File: src/rtl/pc_sequencer_if.sv
// Interface between the control unit / ALU-zero logic and the next-PC
// sequencer. The master side raises requests and reads the fetch address;
// the slave side is the sequencer.
interface pc_sequencer_if #(
    parameter int PC_W     = 32,
    parameter int OFFSET_W = 8
);
    logic                IMEM_BUSYWAIT;
    logic                STALL;
    logic                JUMP;
    logic                BRANCH_TAKEN;
    logic [OFFSET_W-1:0] OFFSET;
    logic [PC_W-1:0]     PC;
    logic                PC_VALID;
    logic                REDIRECT;

    modport master (
        output IMEM_BUSYWAIT, STALL, JUMP, BRANCH_TAKEN, OFFSET,
        input  PC, PC_VALID, REDIRECT
    );

    modport slave (
        input  IMEM_BUSYWAIT, STALL, JUMP, BRANCH_TAKEN, OFFSET,
        output PC, PC_VALID, REDIRECT
    );
endinterface

File: src/rtl/pc_sequencer.sv
// pc_sequencer: owns the fetch program counter. Each cycle it selects a
// relative jump/branch target, holds the PC (stall or imem busywait), or
// increments. Redirects that arrive while imem is busy are parked in a
// pending slot and applied on the first cycle memory is ready.
// Optional feature macro: PC_SEQ_PERF_EN adds FETCH_CNT / HOLD_CNT.
module pc_sequencer #(
    parameter int              PC_W         = 32,
    parameter int              OFFSET_W     = 8,
    parameter logic [PC_W-1:0] RESET_VECTOR = '0
) (
    input  logic         CLK,
    input  logic         RESET,
    pc_sequencer_if.slave bus
`ifdef PC_SEQ_PERF_EN
    ,
    output logic [31:0]  FETCH_CNT,
    output logic [31:0]  HOLD_CNT
`endif
);

    typedef enum logic [1:0] {
        BOOT = 2'd0,
        RUN  = 2'd1,
        WAIT = 2'd2
    } state_t;

    state_t          state_q;
    logic [PC_W-1:0] pc_q;
    logic            pc_valid_q;
    logic            redirect_q;
    logic            pend_vld_q;
    logic [PC_W-1:0] pend_tgt_q;

    logic [PC_W-1:0] offset_ext;
    logic [PC_W-1:0] target;
    logic            redirect_req;
    logic            load_tgt;
    logic            load_pend;
    logic            load_inc;
    logic            park_req;

    // JUMP outranks BRANCH_TAKEN, but both share OFFSET, so the target is the
    // same whichever wins; only the fact that some redirect was asked matters.
    assign redirect_req = bus.JUMP | bus.BRANCH_TAKEN;

    // Signed word offset, sign-extended to the PC width; target wraps mod 2^PC_W.
    assign offset_ext = PC_W'($signed(bus.OFFSET));
    assign target     = pc_q + PC_W'(1) + offset_ext;

    // Decode which single PC action applies this cycle.
    always_comb begin
        // NOTE: every output gets a default first so no path leaves one
        // unassigned, which would otherwise infer a latch.
        load_tgt  = 1'b0;
        load_pend = 1'b0;
        load_inc  = 1'b0;
        park_req  = 1'b0;
        if (state_q == RUN || state_q == WAIT) begin
            if (bus.IMEM_BUSYWAIT) begin
                park_req = redirect_req;
            end else if (redirect_req) begin
                load_tgt = 1'b1;
            end else if (state_q == WAIT && pend_vld_q) begin
                load_pend = 1'b1;
            end else if (!bus.STALL) begin
                load_inc = 1'b1;
            end
        end
    end

    // Sequencer FSM with registered PC, PC_VALID, REDIRECT and pending slot.
    always_ff @(posedge CLK) begin
        // NOTE: all sequential state uses non-blocking assignments so every
        // register sees the pre-edge values of its neighbours.
        if (!RESET) begin
            // NOTE: pend_tgt_q is data qualified by pend_vld_q, so it is
            // deliberately left out of reset; clearing the valid bit suffices.
            state_q    <= BOOT;
            pc_q       <= RESET_VECTOR;
            pc_valid_q <= 1'b0;
            redirect_q <= 1'b0;
            pend_vld_q <= 1'b0;
        end else begin
            case (state_q)
                BOOT: begin
                    // First fetch is from RESET_VECTOR itself.
                    state_q    <= RUN;
                    pc_valid_q <= 1'b1;
                    redirect_q <= 1'b0;
                end
                RUN, WAIT: begin
                    state_q    <= bus.IMEM_BUSYWAIT ? WAIT : RUN;
                    redirect_q <= load_tgt | load_pend;
                    if (park_req) begin
                        // Latest redirect during busywait wins.
                        pend_vld_q <= 1'b1;
                        pend_tgt_q <= target;
                    end else if (load_tgt | load_pend) begin
                        // A fresh redirect on the release cycle supersedes
                        // the parked one; either way the slot is consumed.
                        pend_vld_q <= 1'b0;
                    end
                    if (load_tgt) begin
                        pc_q <= target;
                    end else if (load_pend) begin
                        pc_q <= pend_tgt_q;
                    end else if (load_inc) begin
                        pc_q <= pc_q + PC_W'(1);
                    end
                end
                default: begin
                    state_q    <= BOOT;
                    pc_valid_q <= 1'b0;
                    redirect_q <= 1'b0;
                    pend_vld_q <= 1'b0;
                end
            endcase
        end
    end

    assign bus.PC       = pc_q;
    assign bus.PC_VALID = pc_valid_q;
    assign bus.REDIRECT = redirect_q;

`ifdef PC_SEQ_PERF_EN
    logic active;
    logic pc_load;

    assign active  = (state_q == RUN) || (state_q == WAIT);
    assign pc_load = load_tgt | load_pend | load_inc;

    // Saturating fetch/hold counters; every RUN/WAIT cycle bumps exactly one.
    // A PC load counts as a fetch change even if the target equals the old PC.
    always_ff @(posedge CLK) begin
        if (!RESET) begin
            FETCH_CNT <= '0;
            HOLD_CNT  <= '0;
        end else if (active) begin
            if (pc_load) begin
                if (FETCH_CNT != '1) FETCH_CNT <= FETCH_CNT + 32'd1;
            end else begin
                if (HOLD_CNT != '1) HOLD_CNT <= HOLD_CNT + 32'd1;
            end
        end
    end
`endif

endmodule
File: src/flat_wrapper.sv
// flat-port wrapper written by rule: the top's interface ports become plain ports
module pc_sequencer_flat 
#(
    parameter int              PC_W         = 32,
    parameter int              OFFSET_W     = 8,
    parameter logic [PC_W-1:0] RESET_VECTOR = '0
)
  (CLK, RESET, bus_IMEM_BUSYWAIT, bus_STALL, bus_JUMP, bus_BRANCH_TAKEN, bus_OFFSET, bus_PC, bus_PC_VALID, bus_REDIRECT);
  pc_sequencer_if #(.PC_W(PC_W), .OFFSET_W(OFFSET_W)) bus_i ();
  input  logic CLK;
  input  logic RESET;
  input wire logic [$bits(bus_i.IMEM_BUSYWAIT)-1:0] bus_IMEM_BUSYWAIT;
  input wire logic [$bits(bus_i.STALL)-1:0] bus_STALL;
  input wire logic [$bits(bus_i.JUMP)-1:0] bus_JUMP;
  input wire logic [$bits(bus_i.BRANCH_TAKEN)-1:0] bus_BRANCH_TAKEN;
  input wire logic [$bits(bus_i.OFFSET)-1:0] bus_OFFSET;
  output wire logic [$bits(bus_i.PC)-1:0] bus_PC;
  output wire logic [$bits(bus_i.PC_VALID)-1:0] bus_PC_VALID;
  output wire logic [$bits(bus_i.REDIRECT)-1:0] bus_REDIRECT;
  assign bus_i.IMEM_BUSYWAIT = bus_IMEM_BUSYWAIT;
  assign bus_i.STALL = bus_STALL;
  assign bus_i.JUMP = bus_JUMP;
  assign bus_i.BRANCH_TAKEN = bus_BRANCH_TAKEN;
  assign bus_i.OFFSET = bus_OFFSET;
  assign bus_PC = bus_i.PC;
  assign bus_PC_VALID = bus_i.PC_VALID;
  assign bus_REDIRECT = bus_i.REDIRECT;
  pc_sequencer #(.PC_W(PC_W), .OFFSET_W(OFFSET_W), .RESET_VECTOR(RESET_VECTOR)) u_core (.CLK(CLK), .RESET(RESET), .bus(bus_i));
endmodule
File: config.mk
export PLATFORM = sky130hd
export DESIGN_NAME = pc_sequencer_flat
export DESIGN_NICKNAME = d
export VERILOG_FILES = /design/src/rtl/pc_sequencer_if.sv /design/src/rtl/pc_sequencer.sv /design/src/flat_wrapper.sv
export SDC_FILE = /design/constraint.sdc
export NUM_CORES = 1
export LEC_CHECK = 0
export ABC_AREA = 1
export BUFFER_PORTS_ARGS = -buffer_cell sky130_fd_sc_hd__buf_2
export CAP_MARGIN = 0
export CORE_MARGIN = 5
export CORE_UTILIZATION = 40
export CTS_CLUSTER_SIZE = 8
export DETAILED_ROUTE_END_ITERATION = 12
export PLACE_DENSITY = 0.64
export SKIP_LAST_GASP = 1
export SLEW_MARGIN = 10
export SYNTH_ARGS = -nofsm -noshare
export SYNTH_HDL_FRONTEND = slang
export SYNTH_SLANG_ARGS = --single-unit
File: constraint.sdc
create_clock -name CLK -period 5.15 [get_ports CLK]
set_clock_uncertainty 0.15 [all_clocks]
set_input_delay 0.7725 -clock CLK [delete_from_list [all_inputs] [get_ports CLK]]
set_output_delay 0.7725 -clock CLK [all_outputs]
set_load 0.1 [all_outputs]
Word level (Yosys, flattened, before mapping)

Cells that the tools add are included.

Register bits after elaboration: 69
Input port bits: 14

Add/subtract/negate cells: 2
Eq/ne operators: 3
Muxes and demuxes: 23
Bitwise logic cells: 3
Reductions and logical operators: 9

Operators with widths:

| operator                | count |
|---|---|
| $mux W32                | 3 |
| $add A32 B1 Y32 const B | 1 |
| $add A32 B32 Y32        | 1 |
| $mux W1                 | 16 |
| $reduce_and A2 Y1       | 3 |
| $pmux W1 S2             | 2 |
| $pmux W2 S2             | 1 |
| $ne A3 B1 Y1 const B    | 1 |
| $reduce_and A3 Y1       | 1 |
| $reduce_bool A3 Y1      | 1 |
| $eq A2 B1 Y1 const B    | 1 |
| $eq A2 B2 Y1 const B    | 1 |
| $logic_not A2 Y1        | 1 |
| $mux W2                 | 1 |
| $or A1 B1 Y1            | 2 |
| $reduce_or A2 Y1        | 1 |
| $logic_and A1 B1 Y1     | 1 |
| $logic_or A1 B1 Y1      | 1 |
| $not A1 Y1              | 1 |

Logic depth before layout (Yosys ltp)

Gate-level depths: netlist of the first run.

Word-level depth: 10
Gate-level depth with buffers: 22
Gate-level depth less buffers: 22

Worst setup path after synthesis of the first run

No wires, ideal clock.

Path kind: input port to flip-flop
Start point: in bus_IMEM_BUSYWAIT
End point: reg u_core.pend_tgt_q[0], enable pin
Setup time: 0.502 ns
Arrival time: 3.962 ns
Required time: 4.498 ns
Path slack: 0.537 ns
Stages: 2
Path through: inv_1 nor4_1

Word-level cells in the longest chain between the ends: 3

RTL lines:

| what                        | RTL line           | RTL |
|---|---|---|
| start: declaration          | flat_wrapper.sv:12 | `input wire logic [$bits(bus_i.IMEM_BUSYWAIT)-1:0] bus_IMEM_BUSYWAIT;` |
| $mux W1                     | pc_sequencer.sv:59 | `if (bus.IMEM_BUSYWAIT) begin` |
| $mux W1                     | pc_sequencer.sv:58 | `if (state_q == RUN \|\| state_q == WAIT) begin` |
| $reduce_and A3 Y1 (no line) | n/a                |  |
| end signal: assignment      | pc_sequencer.sv:97 | `pend_tgt_q <= target;` |
| end: declaration            | pc_sequencer.sv:32 | `logic [PC_W-1:0] pend_tgt_q;` |

Every way passes these cells.
A chain may end at the register's enable or synchronous reset.

Worst setup path after layout of the first run

Start point: reg u_core.state_q[0]
End point: reg u_core.pc_q[4], in the netlist u_core.bus.PC[4]

Word-level cells in the longest chain between the ends: 8

RTL lines:

| what                                                     | RTL line                                                   | RTL |
|---|---|---|
| start: declaration                                       | pc_sequencer.sv:27                                         | `state_t state_q;` |
| start signal: assignment                                 | pc_sequencer.sv:92                                         | `state_q <= bus.IMEM_BUSYWAIT ? WAIT : RUN;` |
| $eq A2 B2 Y1                                             | pc_sequencer.sv:58, pc_sequencer.sv:63, pc_sequencer.sv:84 |  |
| $logic_and A1 B1 Y1                                      | pc_sequencer.sv:63                                         | `end else if (state_q == WAIT && pend_vld_q) begin` |
| $mux W1                                                  | pc_sequencer.sv:63                                         |  |
| $mux W1                                                  | pc_sequencer.sv:61                                         | `end else if (redirect_req) begin` |
| $mux W1                                                  | pc_sequencer.sv:59                                         |  |
| $mux W1                                                  | pc_sequencer.sv:58                                         |  |
| $reduce_bool A3 Y1 (no line) or $mux W32 (tied branches) | n/a                                                        |  |
| $reduce_and A2 Y1 (no line) or $mux W32 (tied branches)  | n/a                                                        |  |
| end signal: assignment                                   | pc_sequencer.sv:104                                        | `pc_q <= target;` |
| end signal: assignment                                   | pc_sequencer.sv:106                                        | `pc_q <= pend_tgt_q;` |
| end signal: assignment                                   | pc_sequencer.sv:108                                        | `pc_q <= pc_q + PC_W'(1);` |
| end: declaration                                         | pc_sequencer.sv:28                                         | `logic [PC_W-1:0] pc_q;` |

Parallel ways exist; a longest one is shown, timed or not.

==> results.txt, run 1 <==
* Status: complete, no violations
- Entering global routing, the biggest net connects 36 pins.
- Dominant register cell in the synthesized netlist: sky130_fd_sc_hd__dfxtp_1
* Count of nets after finishing: 1087
- For this configuration, the core starts out at a cell density of 0.410.
- In this run the deepest clock path goes through 2 buffers.
- Clock latency reported for the late side of the worst-skew pair: 0.34 ns
* Layout area overhead: 11.9%
* Horizontal die dimension: 135 um
- The cell that appears most often on the critical path is sky130_fd_sc_hd__nand2_1.
- Number of I/O port buffers: 47
- I/O pins: 48
* Final number of hold-violating endpoints: 0
- Via count: 6338
- The repair_antennas step left the layout with diodes totalling 0.
- Overflow left after global routing: 0
* Average detailed-routed wire length per instance: 15.7 um
- CP Capture Type: register
* P per Cell Area: 275 nW/um2
- Summed over all cells, the static leakage comes to 3.68 nW.
- Clock tree synthesis inserted a total of 9 buffers.
* Post-synthesis instance area: 6280 um2
* Sink Count: 69
- For this block, the initial DRC count from the detailed router was 626.
* Cell with the largest stage delay on the worst path: sky130_fd_sc_hd__nor2_2
- Final wirelength: 19500 um
- Height of the die: 135 um
* Unrepaired setup endpoints after global routing: false
* Floorplan core area: 15300 um2
* Fin crit share: 0.733
* Post-synthesis sequential area ratio: 0.271
- The first TritonRoute pass finished after 6 iterations.
- Distinct cell type count after synthesis: 47
- Slew HR: 0.205
- Clock H-tree levels: 3
- Most common cell after layout, fill and taps aside: sky130_fd_sc_hd__nand2_1
* Share of post-route cells with drive strength above 1: 0.101
- Synthesized area per cell: 6.39 um2
- At the pin with the least slew margin, the transition time is 1.19 ns.
* Die outline area: 18300 um2
- After clock tree synthesis, the clock-pin slew on the worst setup and hold paths is 0.06 ns.
- Data arrival time of the worst path: 3.91 ns
- Post-CTS repair changed the size of 0 cells.
* Post-synth EDFFs: 32
- The tree is rooted in a sky130_fd_sc_hd__clkbuf_16.
- Cell count after synthesis: 983
* CTS tree: yes
- In this run the worst hold path is classified as register to register.
- At the end of routability-driven placement, the weighted congestion stood at 0.951.
* Maximum fanout encountered on the critical timing path: 29
- Highest Clock Rate: 265 MHz
* # placed instances: 1230
- Together, buffers and inverters on the worst path number 5.
* Count of final max-slew check failures: 0
- Final instance count without filler cells: 1246
* Launching element type of the critical path: register
* Post-CTS repair timing setup buffer count: 0
- IR analysis of the VDD net gives a maximum drop of 0.169 mV.
- Once detail routing completed, the nets flagged for antenna violations numbered 0.
- Synth warnings: 0
* Number of antenna violations at the first check in global routing: 0
- Max-Cap Viols: 0
- In the layout the commonest cells are sky130_fd_sc_hd__nand2_1 (309), sky130_fd_sc_hd__inv_1 (145), sky130_fd_sc_hd__nor2_1 (117), sky130_fd_sc_hd__a21oi_1 (61), sky130_fd_sc_hd__nand3_1 (55).
- Setup TNS: 0 ns
* Count of hold-fix buffers inserted at cts: 0
* Synth async-reset ratio: 0
- Required time of the critical path: 5.29 ns
* Number of rows created at floorplan: 45
- Startpoint-to-endpoint class of the critical path: register to register
* Utilization of the core after routing: 0.459
* Setup-violating endpoint count in the final report: 0
* Sequence of cells on the critical path: inv_1 -> ha_1 -> nand2_1 -> buf_4 -> nand2_1 -> nand3_2 -> inv_2 -> nor2_2 -> inv_2 -> o221ai_1 -> nand2_1 -> inv_1
- Summed over all nets, the half-perimeter wirelength after detailed placement is 15100 um.
- The first global-routing pass estimated 30500 um of wire.
- Top delay family on crit path: simple AND/OR/NAND/NOR gates
- Using the TritonRoute via totals, the vias-per-cell ratio works out to 5.09.
* DRC viols: 0
- For this run, the total global-route usage over all layers was measured as 0.213.
* Synthesized flop and latch total: 69
- The number of global-route vias before repair was 5641.
- The number of nets handed over by synthesis was 1040.
- Max incr delay on CP: 0.95 ns
- For the finished layout, the period the worst path requires is 3.77 ns.
==> per-layer routing <==
metal  vias to the layer above  track usage  part of all wire
li1                       3237            -                 -
met1                      2821        0.302              0.45
met2                       248        0.336              0.45
met3                        32       0.0249             0.069
met4                         0       0.0689             0.024
met5                         -            0                 0
==> sequential cells by signal, summed over array words and instances, names as in the netlist <==
name / cells
u_core.state_q: 2
u_core.bus.PC_VALID: 1
u_core.pend_vld_q: 1
u_core.bus.PC: 32
u_core.bus.REDIRECT: 1
u_core.pend_tgt_q: 32
==> per-stage QoR <==
stage | area (um2) | setup WS (ns) | power (W) | hold WS, ns
5_1_grt | 7030 | 1.20 | 0.00202 | 0.375
6_report | 7030 | 1.38 | 0.00193 | 0.324
4_1_cts | 7030 | 1.43 | 0.00193 | 0.331
2_1_floorplan | 6280 | 0.537 | 0.00115 | 0.300
3_5_place_dp | 6730 | 1.45 | 0.00130 | 0.322
3_3_place_gp | 6730 | 1.44 | 0.00130 | 0.313
==> where the power goes <==
part | internal (W) | switching (W)
combinational | 0.000162 | 0.000472
sequential | 0.000625 | 0.0000397
clock | 0.000377 | 0.000258
==> final cells by class <==
| class | count | area [um2] |
|---|---|---|
| Fill cell | 1657 | 8280 |
| Multi-Input combinational cell | 746 | 3920 |
| Sequential cell | 69 | 1700 |
| Inverter | 151 | 567 |
| Timing Repair Buffer | 53 | 280 |
| Tap cell | 211 | 264 |
| Clock buffer | 9 | 225 |
| Clock inverter | 7 | 76.3 |
==> Yosys cell counts (all sizes together), types with 13 or more instances <==
cell,n,area [um2]
a21oi,63,323
ha,42,526
o21ai,17,88.8
a22oi,13,97.6
dfxtp,37,741
xor2,29,254
nand3,61,335
and2,16,100
nor3,15,91.3
inv,150,563
nand2,316,1210
nor2,129,546
edfxtp,32,961
==> worst reg2reg max path, stage by stage, from the launching register on <==
cell and delay (ns):
sky130_fd_sc_hd__dfxtp_1 0.33, sky130_fd_sc_hd__inv_1 0.06, sky130_fd_sc_hd__ha_1 0.19, sky130_fd_sc_hd__nand2_1 0.06, sky130_fd_sc_hd__buf_4 0.36, sky130_fd_sc_hd__nand2_1 0.12
sky130_fd_sc_hd__nand3_2 0.50, sky130_fd_sc_hd__inv_2 0.25, sky130_fd_sc_hd__nor2_2 0.95, sky130_fd_sc_hd__inv_2 0.35, sky130_fd_sc_hd__o221ai_1 0.29, sky130_fd_sc_hd__nand2_1 0.08
sky130_fd_sc_hd__inv_1 0.06
==> worst paths after layout <==
path / from / end / slack [ns] / depth (start not counted)
worst max-delay path: u_core.state_q[0] / u_core.bus.PC[4] / 1.38 / 12
worst min-delay path: u_core.pend_vld_q / u_core.pend_vld_q / 0.32 / 2
worst max register to register: u_core.state_q[0] / u_core.bus.PC[4] / 1.38 / 12
worst min register to register: u_core.pend_vld_q / u_core.pend_vld_q / 0.32 / 2
==> cells by family after synthesis <==
family / synth area share
AOI/OAI and AO/OA: 0.110
buffers and inverters: 0.107
adders and majority gates: 0.0869
xor gates and xnor gates: 0.0418
and+or+nand+nor: 0.383
DFF: 0.271
No activity file was read; power rests on OpenSTA's default activity.
==> run 2, diff against run 1 <==
--- a/config.mk
+++ b/config.mk
@@ -12,7 +12,7 @@
 export CORE_UTILIZATION = 40
 export CTS_CLUSTER_SIZE = 8
 export DETAILED_ROUTE_END_ITERATION = 12
-export PLACE_DENSITY = 0.64
+export PLACE_DENSITY = 0.66
 export SKIP_LAST_GASP = 1
 export SLEW_MARGIN = 10
 export SYNTH_ARGS = -nofsm -noshare
==> constraint.sdc (replaced) <==
create_clock -name CLK -period 3.2 [get_ports CLK]
set_clock_uncertainty 0.15 [all_clocks]
set_input_delay 0.48 -clock CLK [delete_from_list [all_inputs] [get_ports CLK]]
set_output_delay 0.48 -clock CLK [all_outputs]
set_load 0.1 [all_outputs]
==> run 2 against run 1 <==
Compared with the run above: sequential power is 61% higher; critical path depth is 6 higher; total power rose by 66%; via count grew 5.2%; die area unchanged; count of clock-buffer cells in the layout rose by 1; largest cell class unchanged.
==> results.txt, run 2 (synthesized netlist as in run 1, its figures left out) <==
- Status: complete, no violations
* Clock H-tree levels: 3 (unchanged)
* Layout area overhead: 23.9%
- Highest Clock Rate: 322 MHz (+21%)
- The net switching power is 0.00127 W (+64%).
- The overall die height came to 135 um (unchanged).
* P per Cell Area: 413 nW/um2 (+50%)
- The count of nets left with antenna violations after detail routing came to 0 (unchanged).
- The core footprint is 15300 um2 (unchanged).
* Root Buffer: sky130_fd_sc_hd__clkbuf_16
* Maximum number of buffers from clock root to sink: 2 (unchanged)
* Number of I/O port buffers: 47 (unchanged)
- The number of setup violations in the final report is 0 (unchanged).
- Slew HR: 0.576 (+0.372)
- Number of vias per cell after detailed routing: 5.17 (+1.7%)
* Final wirelength: 19900 um (+2.0%)
- The number of CTS-inserted buffers is 9 (unchanged).
- The final hold violation count is 0 (unchanged).
* Final Critical Period: 3.11 ns (-0.665 ns)
- The clock transition at the registers of the reported paths came to 0.06 ns (about the same).
- The endpoint arrival time on the critical path was 3.05 ns (-0.86 ns).
- The number of sinks on the clock net is 69 (unchanged).
- Die outline area: 18300 um2 (unchanged)
- Placement Cell Area: 7070 um2 (+5.1%)
- The maximum fanout along the worst path was 5 (-83%).
- The number of DRC markers in iteration 0 is 654 (+4.5%).
- The worst IR drop on VDD is 0.186 mV (+9.9%).
- The proportion of power drawn by combinational gates was 0.355 (+0.027).
- TritonCTS built the clock tree.
- The worst setup path is captured at a register.
- Horizontal die dimension: 135 um (unchanged)
* Portion of total power attributed to sequential cells: 0.333 (-0.011)
- Most common cell after layout, fill and taps aside: sky130_fd_sc_hd__nand2_1
- Pin count of the biggest net entering global routing: 35 (-2.8%)
- The number of antenna diodes is 0 (unchanged).
- The required time of the critical path is 3.14 ns (-2.15 ns).
- The clock latency on the worst-skew pair came to 0.34 ns (about the same).
* Fin crit share: 0.971 (+0.239)
- Number of rows created at floorplan: 45 (unchanged)
* Max-Cap Viols: 0 (unchanged)
- The net count of the finished layout was 1130 (+4.0%).
- The worst-case setup slack after placement was 0.0238 ns (-1.42 ns).
- The most critical setup path has its startpoint at u_core.bus.PC[0].
- The startpoint identified for the worst register-to-register timing path is u_core.bus.PC[0].
- The actual slew at the worst max-slew pin is 0.635 ns (-0.557 ns).
* Worst hold path type: input pin to register
- Startpoint-to-endpoint class of the critical path: register to register
- The placer's final routability congestion estimate was 0.964 (+1.4%).
- Launching element type of the critical path: register
- The wire length of the first global-routing pass is 31200 um (+2.3%).
* Number of antenna violations at the first check in global routing: 0 (unchanged)
- The part of the total power dissipated in the clock network was 0.312 (-0.016).
* Post-layout worst setup margin: 0.0921 ns (-1.29 ns)
- The cell area after layout came to 7780 um2 (+11%).
- The HPWL reported at the end of detailed placement was 15300 um (+1.4%).
- The number of top-level pins was 48 (unchanged).
- Vias in the first global route: 6097 (+8.1%)
* Critical hold path startpoint: RESET
* Highest-count cells in the layout ignoring fill and taps: sky130_fd_sc_hd__nand2_1 (296), sky130_fd_sc_hd__inv_1 (142), sky130_fd_sc_hd__nor2_1 (99), sky130_fd_sc_hd__nand3_1 (52), sky130_fd_sc_hd__a21oi_1 (50)
- The share of post-route cells with drive strength above 1 is 0.232 (+0.130).
* Internal power component: 0.00194 W (+67%)
- The switching power as a share of total power is 0.394 (-0.00373).
- Total Routing Usage GR: 0.214 (+0.00150)
- Leak pwr: 3.94 nW (+7.1%)
- The number of vias after detailed routing is 6667 (+5.2%).
- Number of search-and-repair iterations in the first detailed-routing pass: 5 (-1)
- Initial Util: 0.410 (unchanged)
- Count of final max-slew check failures: 0 (unchanged)
- DRC viols: 0 (unchanged)
- The remaining global-route overflow was 0 (unchanged).
- Average detailed-routed wire length per instance: 15.4 um (-1.4%)
- The count of hold-fix buffers inserted at cts came to 0 (unchanged).
* Unrepaired setup endpoints after global routing: true
[run 2: routing by layer]
metal | part of all wire | vias to the layer above | track usage
li1 | - | 3305 | -
met5 | 0 | - | 0
met1 | 0.45 | 3057 | 0.302
met3 | 0.077 | 35 | 0.0293
met4 | 0.023 | 0 | 0.0599
met2 | 0.45 | 270 | 0.343
[run 2: worst paths after layout]
check                                to  slack, ns  depth (start not counted)
setup / recovery  u_core.pend_tgt_q[31]       0.09                         18
hold / removal         u_core.bus.PC[4]       0.28                          3
setup reg to reg  u_core.pend_tgt_q[31]       0.09                         18
hold reg to reg       u_core.pend_vld_q       0.33                          2
[run 2: per-stage QoR]
step	TNS [ns]	cells	utilization	hold slack, ns	total power [W]
floorplan	0	983	-	0.300	0.00186
global placement	0	1268	0.462	0.316	0.00213
detailed placement	0	1268	0.462	0.325	0.00214
CTS	0	1284	0.481	0.279	0.00313
global route	-0.0902	1289	0.508	0.282	0.00336
finish	0	1289	0.508	0.281	0.00321
[run 2: power groups by stage]
stage	combinational, W	sequential (W)	clock [W]
after floorplan	0.000531	0.00133	0
after global placement	0.00105	0.00108	0
after detailed placement	0.00106	0.00108	0
after CTS	0.00106	0.00107	0.00100
after global routing	0.00124	0.00108	0.00104
final	0.00114	0.00107	0.00100
[run 2: what timing repair did]
item,4_1_cts,5_1_grt
buffers inserted,0,5
endpoints found under the setup margin,0,36
resized for setup,0,82
[run 2: area by class of cell]
cell class              instances  area, um2
fillers                      1555       7530
multi-input cells             746       4300
flip-flops and latches         69       1740
repair buffers                 96        616
inverters                     151        567
well taps                     211        264
clock buffers                  10        229
clock inverters                 6       63.8
[run 2: worst max-delay path, stage by stage, from the launching register on]
cell                      delay, ns
sky130_fd_sc_hd__dfxtp_4       0.35
sky130_fd_sc_hd__ha_2          0.18
sky130_fd_sc_hd__buf_4         0.11
sky130_fd_sc_hd__inv_1         0.04
sky130_fd_sc_hd__nor3_2        0.20
sky130_fd_sc_hd__buf_4         0.15
sky130_fd_sc_hd__buf_4         0.12
sky130_fd_sc_hd__nand3_1       0.07
sky130_fd_sc_hd__nand2_1       0.10
sky130_fd_sc_hd__inv_1         0.07
sky130_fd_sc_hd__ha_1          0.34
sky130_fd_sc_hd__nand2_1       0.13
sky130_fd_sc_hd__nor2_2        0.17
sky130_fd_sc_hd__nand2_1       0.11
sky130_fd_sc_hd__nor2_2        0.15
sky130_fd_sc_hd__nand2_1       0.07
sky130_fd_sc_hd__nand2_1       0.12
sky130_fd_sc_hd__nand3_2       0.08
sky130_fd_sc_hd__and2_1        0.14
